[src/rtl/rv_alu_pkg.sv]
// Shared constants and types for the execute-stage ALU control decoder and M-extension unit.
// Latency: n/a (declarations only).
// Backpressure: n/a.
package rv_alu_pkg;

  localparam logic [3:0] ALU_AND  = 4'b0000;
  localparam logic [3:0] ALU_OR   = 4'b0001;
  localparam logic [3:0] ALU_ADD  = 4'b0010;
  localparam logic [3:0] ALU_XOR  = 4'b0011;
  localparam logic [3:0] ALU_SLL  = 4'b0100;
  localparam logic [3:0] ALU_SRL  = 4'b0101;
  localparam logic [3:0] ALU_SUB  = 4'b0110;
  localparam logic [3:0] ALU_SRA  = 4'b0111;
  localparam logic [3:0] ALU_SLT  = 4'b1000;
  localparam logic [3:0] ALU_SLTU = 4'b1001;
  localparam logic [3:0] ALU_NOP  = 4'b1111;

  localparam logic [1:0] ALUOP_MEM    = 2'b00;
  localparam logic [1:0] ALUOP_BRANCH = 2'b01;
  localparam logic [1:0] ALUOP_RTYPE  = 2'b10;
  localparam logic [1:0] ALUOP_ITYPE  = 2'b11;

  localparam logic [6:0] FUNCT7_BASE   = 7'b0000000;
  localparam logic [6:0] FUNCT7_ALT    = 7'b0100000;
  localparam logic [6:0] FUNCT7_MULDIV = 7'b0000001;

  typedef enum logic [2:0] {
    M_MUL    = 3'd0,
    M_MULH   = 3'd1,
    M_MULHSU = 3'd2,
    M_MULHU  = 3'd3,
    M_DIV    = 3'd4,
    M_DIVU   = 3'd5,
    M_REM    = 3'd6,
    M_REMU   = 3'd7
  } mop_e;

  typedef enum logic [1:0] {
    MDU_IDLE = 2'd0,
    MDU_CALC = 2'd1,
    MDU_DONE = 2'd2
  } mdu_state_e;

  // funct3 -> ALU code for the plain (funct7 = base) integer ops, shared by R- and I-type.
  function automatic logic [3:0] alu_base_op(input logic [2:0] f3);
    logic [3:0] code;
    case (f3)
      3'b000:  code = ALU_ADD;
      3'b001:  code = ALU_SLL;
      3'b010:  code = ALU_SLT;
      3'b011:  code = ALU_SLTU;
      3'b100:  code = ALU_XOR;
      3'b101:  code = ALU_SRL;
      3'b110:  code = ALU_OR;
      default: code = ALU_AND;
    endcase
    return code;
  endfunction

endpackage

[src/rtl/mdu_iter.sv]
// Iterative unsigned shift-add multiplier / restoring divider, one bit per step.
// Latency: XLEN step cycles after start; {hi,lo} = product, or hi = remainder / lo = quotient.
// Backpressure: none; the controller gates step and ignores the outputs until it has counted XLEN steps.
module mdu_iter #(
  parameter int XLEN = 32
) (
  input  logic            clk,
  input  logic            rst_n,
  input  logic            start,
  input  logic            step,
  input  logic            is_div,
  input  logic [XLEN-1:0] a_mag,
  input  logic [XLEN-1:0] b_mag,
  output logic [XLEN-1:0] hi,
  output logic [XLEN-1:0] lo
);

  logic [XLEN-1:0] hi_q, lo_q, b_q;
  logic            div_q;
  logic [XLEN:0]   sum, sh, diff;

  // Multiply: conditional add into the high half, then shift {carry,hi,lo} right.
  // Divide: shift the next dividend bit into the partial remainder and try a subtract.
  always_comb begin
    sum  = {1'b0, hi_q} + (lo_q[0] ? {1'b0, b_q} : '0);
    sh   = {hi_q, lo_q[XLEN-1]};
    diff = sh - {1'b0, b_q};
  end

  // Working registers: loaded on start, advanced one bit per step.
  always_ff @(posedge clk or negedge rst_n) begin
    if (!rst_n) begin
      hi_q  <= '0;
      lo_q  <= '0;
      b_q   <= '0;
      div_q <= 1'b0;
    end else if (start) begin
      hi_q  <= '0;
      lo_q  <= a_mag;
      b_q   <= b_mag;
      div_q <= is_div;
    end else if (step) begin
      if (div_q) begin
        if (!diff[XLEN]) begin
          hi_q <= diff[XLEN-1:0];
          lo_q <= {lo_q[XLEN-2:0], 1'b1};
        end else begin
          hi_q <= sh[XLEN-1:0];
          lo_q <= {lo_q[XLEN-2:0], 1'b0};
        end
      end else begin
        hi_q <= sum[XLEN:1];
        lo_q <= {sum[0], lo_q[XLEN-1:1]};
      end
    end
  end

  assign hi = hi_q;
  assign lo = lo_q;

endmodule

[src/rtl/alu_ctrl_mdu.sv]
// ALU control decode (combinational) plus iterative RV32M multiply/divide with pipeline stall.
// Latency: decode 0 cycles; M-op request in cycle T -> mdu_done pulse at T+XLEN+1.
// Backpressure: stall_o holds execute while an M-op is in flight; flush_i aborts with no done.
module alu_ctrl_mdu
  import rv_alu_pkg::*;
#(
  parameter int XLEN   = 32,
  parameter int CTRL_W = 4
) (
  input  logic              clk,
  input  logic              rst_n,
  input  logic              valid_i,
  input  logic              flush_i,
  input  logic [1:0]        aluOp,
  input  logic [6:0]        fun7,
  input  logic [2:0]        fun3,
  input  logic [XLEN-1:0]   rs1,
  input  logic [XLEN-1:0]   rs2,
  output logic [CTRL_W-1:0] control_out,
  output logic              illegal_o,
  output logic              mdu_sel,
  output logic              stall_o,
  output logic              mdu_done,
  output logic [XLEN-1:0]   mdu_result
);

  localparam int              CNT_W    = $clog2(XLEN);
  localparam logic [CNT_W-1:0] CNT_LAST = CNT_W'(XLEN - 1);

  logic [3:0]      ctrl;
  logic            is_mop;
  mdu_state_e      state_q, state_d;
  logic [CNT_W-1:0] cnt_q, cnt_d;
  logic            start, step;

  mop_e            op_in, op_q;
  logic            a_neg_d, b_neg_d, ovf_d;
  logic [XLEN-1:0] a_mag, b_mag;
  logic            a_neg_q, b_neg_q, bzero_q, ovf_q;
  logic [XLEN-1:0] rs1_q, result_q, res_d;
  logic [XLEN-1:0] hi, lo, quo_s, rem_s;
  logic [2*XLEN-1:0] prod_s;

  // Instruction class decode; every input combination yields a code.
  always_comb begin
    ctrl      = ALU_NOP;
    illegal_o = 1'b0;
    is_mop    = 1'b0;
    case (aluOp)
      ALUOP_MEM:    ctrl = ALU_ADD;
      ALUOP_BRANCH: ctrl = ALU_SUB;
      ALUOP_RTYPE: begin
        if (fun7 == FUNCT7_BASE)                          ctrl = alu_base_op(fun3);
        else if (fun7 == FUNCT7_ALT && fun3 == 3'b000)    ctrl = ALU_SUB;
        else if (fun7 == FUNCT7_ALT && fun3 == 3'b101)    ctrl = ALU_SRA;
        else if (fun7 == FUNCT7_MULDIV)                   is_mop = 1'b1;
        else                                              illegal_o = 1'b1;
      end
      default: begin
        // I-type: only the shifts constrain imm[11:5].
        if (fun3 == 3'b001) begin
          if (fun7 == FUNCT7_BASE) ctrl = ALU_SLL;
          else                     illegal_o = 1'b1;
        end else if (fun3 == 3'b101) begin
          if (fun7 == FUNCT7_BASE)     ctrl = ALU_SRL;
          else if (fun7 == FUNCT7_ALT) ctrl = ALU_SRA;
          else                         illegal_o = 1'b1;
        end else begin
          ctrl = alu_base_op(fun3);
        end
      end
    endcase
  end

  assign control_out = CTRL_W'(ctrl);
  assign mdu_sel     = is_mop;

  // Operand sign handling: the iterative core only ever sees magnitudes.
  always_comb begin
    op_in   = mop_e'(fun3);
    a_neg_d = rs1[XLEN-1] && (op_in inside {M_MUL, M_MULH, M_MULHSU, M_DIV, M_REM});
    b_neg_d = rs2[XLEN-1] && (op_in inside {M_MUL, M_MULH, M_DIV, M_REM});
    a_mag   = a_neg_d ? -rs1 : rs1;
    b_mag   = b_neg_d ? -rs2 : rs2;
    ovf_d   = (op_in inside {M_DIV, M_REM}) && (rs1 == {1'b1, {(XLEN-1){1'b0}}}) && (rs2 == '1);
  end

  // FSM next state and handshake outputs.
  always_comb begin
    state_d  = state_q;
    cnt_d    = cnt_q;
    start    = 1'b0;
    step     = 1'b0;
    mdu_done = 1'b0;
    stall_o  = valid_i && is_mop && (state_q != MDU_DONE) && !flush_i;
    case (state_q)
      MDU_IDLE: begin
        if (valid_i && is_mop && !flush_i) begin
          start   = 1'b1;
          cnt_d   = '0;
          state_d = MDU_CALC;
        end
      end
      MDU_CALC: begin
        if (flush_i) begin
          state_d = MDU_IDLE;
        end else begin
          step  = 1'b1;
          cnt_d = cnt_q + CNT_W'(1);
          if (cnt_q == CNT_LAST) state_d = MDU_DONE;
        end
      end
      MDU_DONE: begin
        mdu_done = !flush_i;
        state_d  = MDU_IDLE;
      end
      default: state_d = MDU_IDLE;
    endcase
  end

  // FSM state and bit counter.
  always_ff @(posedge clk or negedge rst_n) begin
    if (!rst_n) begin
      state_q <= MDU_IDLE;
      cnt_q   <= '0;
    end else begin
      state_q <= state_d;
      cnt_q   <= cnt_d;
    end
  end

  mdu_iter #(.XLEN(XLEN)) u_iter (
    .clk    (clk),
    .rst_n  (rst_n),
    .start  (start),
    .step   (step),
    .is_div (fun3[2]),
    .a_mag  (a_mag),
    .b_mag  (b_mag),
    .hi     (hi),
    .lo     (lo)
  );

  // Sign-correct the magnitude result and apply the divide special cases.
  always_comb begin
    prod_s = (a_neg_q ^ b_neg_q) ? -{hi, lo} : {hi, lo};
    quo_s  = (a_neg_q ^ b_neg_q) ? -lo : lo;
    rem_s  = a_neg_q ? -hi : hi;
    case (op_q)
      M_MUL:                     res_d = prod_s[XLEN-1:0];
      M_MULH, M_MULHSU, M_MULHU: res_d = prod_s[2*XLEN-1:XLEN];
      M_DIV, M_DIVU:             res_d = bzero_q ? '1 : (ovf_q ? rs1_q : quo_s);
      default:                   res_d = bzero_q ? rs1_q : (ovf_q ? '0 : rem_s);
    endcase
  end

  assign mdu_result = mdu_done ? res_d : result_q;

  // Per-operation context captured at start; last result held for the writeback mux.
  always_ff @(posedge clk or negedge rst_n) begin
    if (!rst_n) begin
      op_q     <= M_MUL;
      a_neg_q  <= 1'b0;
      b_neg_q  <= 1'b0;
      bzero_q  <= 1'b0;
      ovf_q    <= 1'b0;
      rs1_q    <= '0;
      result_q <= '0;
    end else begin
      if (start) begin
        op_q    <= op_in;
        a_neg_q <= a_neg_d;
        b_neg_q <= b_neg_d;
        bzero_q <= (rs2 == '0);
        ovf_q   <= ovf_d;
        rs1_q   <= rs1;
      end
      if (mdu_done) result_q <= res_d;
    end
  end

endmodule

[config.mk]
export PLATFORM = sky130hd
export DESIGN_NAME = alu_ctrl_mdu
export DESIGN_NICKNAME = d
export VERILOG_FILES = /design/src/rtl/rv_alu_pkg.sv /design/src/rtl/mdu_iter.sv /design/src/rtl/alu_ctrl_mdu.sv
export SDC_FILE = /design/constraint.sdc
export NUM_CORES = 1
export LEC_CHECK = 0
export BUFFER_PORTS_ARGS = -buffer_cell sky130_fd_sc_hd__buf_2
export CAP_MARGIN = 20
export CORE_MARGIN = 2
export CORE_UTILIZATION = 25
export DETAILED_ROUTE_END_ITERATION = 7
export HOLD_SLACK_MARGIN = 0.02
export PLACE_DENSITY = 0.44
export SYNTH_ARGS = -nofsm -noshare
export SYNTH_HDL_FRONTEND = slang
export SYNTH_SLANG_ARGS = --single-unit
[constraint.sdc]
create_clock -name clk -period 4.5 [get_ports clk]
set_input_delay 0.225 -clock clk [delete_from_list [all_inputs] [get_ports clk]]
set_output_delay 0.225 -clock clk [all_outputs]
set_load 0.005 [all_outputs]
==> impl_metrics.json <==
{
  "worstSetupPathType": "reg2out",
  "yosysMostFrequentCell": "nand2_1",
  "power_uw": 4730,
  "via_per_inst": 5.33,
  "synthFlopType": "dfrtp_1",
  "crit_chain": "inv_1 -> ha_1 -> or4b_1 -> nor3_4 -> nand2b_1 -> or3_4 -> o21ai_1 -> xnor2_1 -> a221oi_1 -> a221oi_1 -> buf_2",
  "start_kind": "flip-flop",
  "synth_nets": 2277,
  "rsz0062_at_grt": "false",
  "peakVddDrop_v": 0.000264,
  "grt_use_total": 0.196,
  "critPathBufInv": 2,
  "wl_per_cell_microns": 21.4,
  "slew_headroom": 0.230,
  "synth-edff-count": 0,
  "crit_arrival_ns": 3.97,
  "finalCritPeriodShare": 0.933,
  "drv_cap": 0,
  "hp-class": "in2reg",
  "path_clk_slew_ns": 0.08,
  "power.internal_uw": 2960,
  "n_fill_cell": 6916,
  "pwr-share-clk": 0.325,
  "place.detailed.hpwl_mm": 50.1,
  "ff_latch_area_sq_um": 4360,
  "yosysSeqAreaShare": 0.272,
  "via_count": 16300,
  "met1_length_mm": 30.3,
  "drc": 0,
  "route.met2.wl_mm": 29.8,
  "avgSynthCellArea_sq_um": 7.54,
  "grt_max_degree": 81,
  "critPathMaxFanout": 9,
  "cts_setup_buffers": 0,
  "whs_path_depth": 3,
  "die_h_microns": 257,
  "grt_pass1_vias": 15600,
  "critPathTopFamily": "simple AND/OR/NAND/NOR gates",
  "clock_tree.buffer_depth": 2,
  "drt_iter0_drc": 1671,
  "layout.cells.non_filler": 3063,
  "initial_core_util": 0.253,
  "skew_ns": 0.0165,
  "rows": 92,
  "synth_seq_cells": 174,
  "h-tree-depth": 4,
  "cp_common_cell": "a221oi_1",
  "setup_viol_count_final": 0,
  "p_leak_uw": 0.00798,
  "fin_crit_ns": 4.20,
  "yosysTopAreaCell": "dfrtp_1",
  "setup_tns_ns": 0,
  "drive_gt1_frac": 0.109,
  "wl_met3_mm": 3.25,
  "synth_async_sr_flop_share": 1.00,
  "cpPeakStageDelay_ns": 0.57,
  "gp_routability_congestion": 0.960,
  "end_kind": "output port",
  "synthCells": 2124,
  "switching_share": 0.374,
  "yosys_warnings": 0,
  "max_freq_mhz": 238,
  "antenna_found_initial": 2,
  "path_depth": 11,
  "die_area_sq_um": 66100,
  "powerDensity_nw_per_um2": 256,
  "grt_first_pass_wirelength_mm": 99.1,
  "cts_num_sinks": 174,
  "outcome": "finished, final reports clean",
  "synthDominantCellAreaShare": 0.272,
  "ff2ff_path_depth": 13,
  "place_inst": 3000,
  "nNetsFinal": 2357,
  "port_buffers": 119,
  "final_hold_viol_count": 0,
  "die_x_microns": 257,
  "firstDrtPassIters": 5,
  "highest_layer": "met4",
  "ios": 120,
  "synth_cell_types": 81,
  "cts-root-buf": "clkbuf_16",
  "clk_latency_ns": 0.50,
  "numCtsBuffers": 17,
  "power_frac_comb": 0.290,
  "crit_slowest_cell": "or4b_1",
  "grt_overflow": 0,
  "seq_power_share": 0.384,
  "synth.area.top_cells": "dfrtp_1 27%, nand2_1 8.5%, xnor2_1 6.3%, ha_1 5.5%, o21ai_0 5.3%",
  "multiInputGateArea_sq_um": 10900,
  "tightest_slew_ns": 1.15,
  "worstPathRequired_ns": 4.28,
  "power.switching_uw": 1770,
  "tritoncts": "built",
  "synthTopCellsByCount": "362 x nand2_1, 174 x dfrtp_1, 170 x nor2_1",
  "core_sq_um": 63200,
  "ant_nets": 0,
  "routed_wl_mm": 65.5,
  "diodes": 0,
  "slew_viol_final": 0,
  "area.growth.synth_to_final_pct": 15.6,
  "synthesis.area_sq_um": 16000
}
==> stage by stage <==
step / setup WS [ns] / hold WS, ns / utilization / area, sq um
3_3_place_gp: 0.503 / 0.274 / 0.279 / 17600
4_1_cts: 0.0757 / 0.0347 / 0.293 / 18500
5_1_grt: 0.0738 / 0.0697 / 0.293 / 18500
3_5_place_dp: 0.513 / 0.260 / 0.279 / 17600
2_1_floorplan: 1.26 / -0.0706 / - / 16000
6_report: 0.302 / 0.0603 / 0.293 / 18500
==> tightest hold or removal path, delay by kind of cell <==
| family | cells | cell delay (ns) |
|---|---|---|
| buffers and inverters | 1 | 0.14 |
| and+or+nand+nor | 1 | 0.06 |
| AOI/OAI and AO/OA | 1 | 0.11 |
==> cell usage in the layout, fill, tap and decap left out, types with 10 or more instances in the layout <==
cell type and instances:
nand2_1 362, dfrtp_1 172, o21ai_0 169, nor2_1 165, a21oi_1 152, buf_2 118, xnor2_1 114, xor2_1 83
ha_1 71, inv_1 64, nor3_1 54, a221oi_1 50, buf_4 48, o211ai_1 41, mux2i_1 41, o31ai_1 38
a21o_1 32, nand2b_1 31, nand3_1 31, dlygate4sd3_1 31, nand4_1 20, or3_1 19, nor4_1 18, a31oi_1 18
clkbuf_16 17, nor2b_1 15, a22oi_1 15, or4_1 14, o21ai_1 12, a211oi_1 11, o221ai_1 10
==> path summary, 6_finish.rpt <==
check                      slack [ns]          from              to
setup / recovery                 0.30  u_iter.hi[1]  mdu_result[30]
hold / removal                   0.06        rs1[0]    u_iter.lo[0]
setup reg to reg                 0.72  u_iter.lo[0]   u_iter.hi[28]
hold reg to reg                  0.46  result_q[21]    result_q[21]
max in group asynchronous        3.24         rst_n  u_iter.b_q[28]
min in group asynchronous        0.27         rst_n    result_q[11]
==> per-layer routing <==
metal  track usage  vias up
met5             0        -
met4        0.0743        0
met3        0.0253       92
met2         0.313      533
met1         0.270     7895
li1              -     7811
==> state kept, by name (all words and copies together) (netlist names), 2 cells and up <==
register	cells
result_q	32
rs1_q	32
u_iter.b_q	32
u_iter.hi	32
u_iter.lo	32
cnt_q	5
op_q	2
state_q	2
==> final cells by class <==
class,count,area share
inverters,66,0.0134
repair buffers,201,0.0721
clock buffers,19,0.0234
multi-input cells,1744,0.591
clock inverters,13,0.00703
well taps,846,0.0572
flip-flops and latches,174,0.236
==> repair_timing <==
item | in CTS | in global routing
hold buffers | 31 | 0
resized for setup | 0 | 5
endpoints found under the hold margin | 88 | 0
setup endpoints to repair | 0 | 4
==> power by group through the flow <==
stage / sequential, uW / combinational [uW] / clock [uW]
after floorplan: 1750 / 921 / 0
after CTS: 1810 / 1360 / 1580
final: 1820 / 1370 / 1540
after global placement: 1840 / 1330 / 0
after detailed placement: 1840 / 1330 / 0
after global routing: 1830 / 1510 / 1630
==> cells by family (layout without fill, tap and decap cells) <==
logic type / Yosys count / count (layout) / share of synthesized area
AOI/OAI and AO/OA: 644 / 644 / 0.261
xor gates and xnor gates: 199 / 199 / 0.109
adders and majority gates: 74 / 74 / 0.0586
muxes: 42 / 42 / 0.0263
DFF: 174 / 174 / 0.272
buffers and inverters: 206 / 299 / 0.0490
and+or+nand+nor: 785 / 785 / 0.224
(Power assumes the default switching activity.)
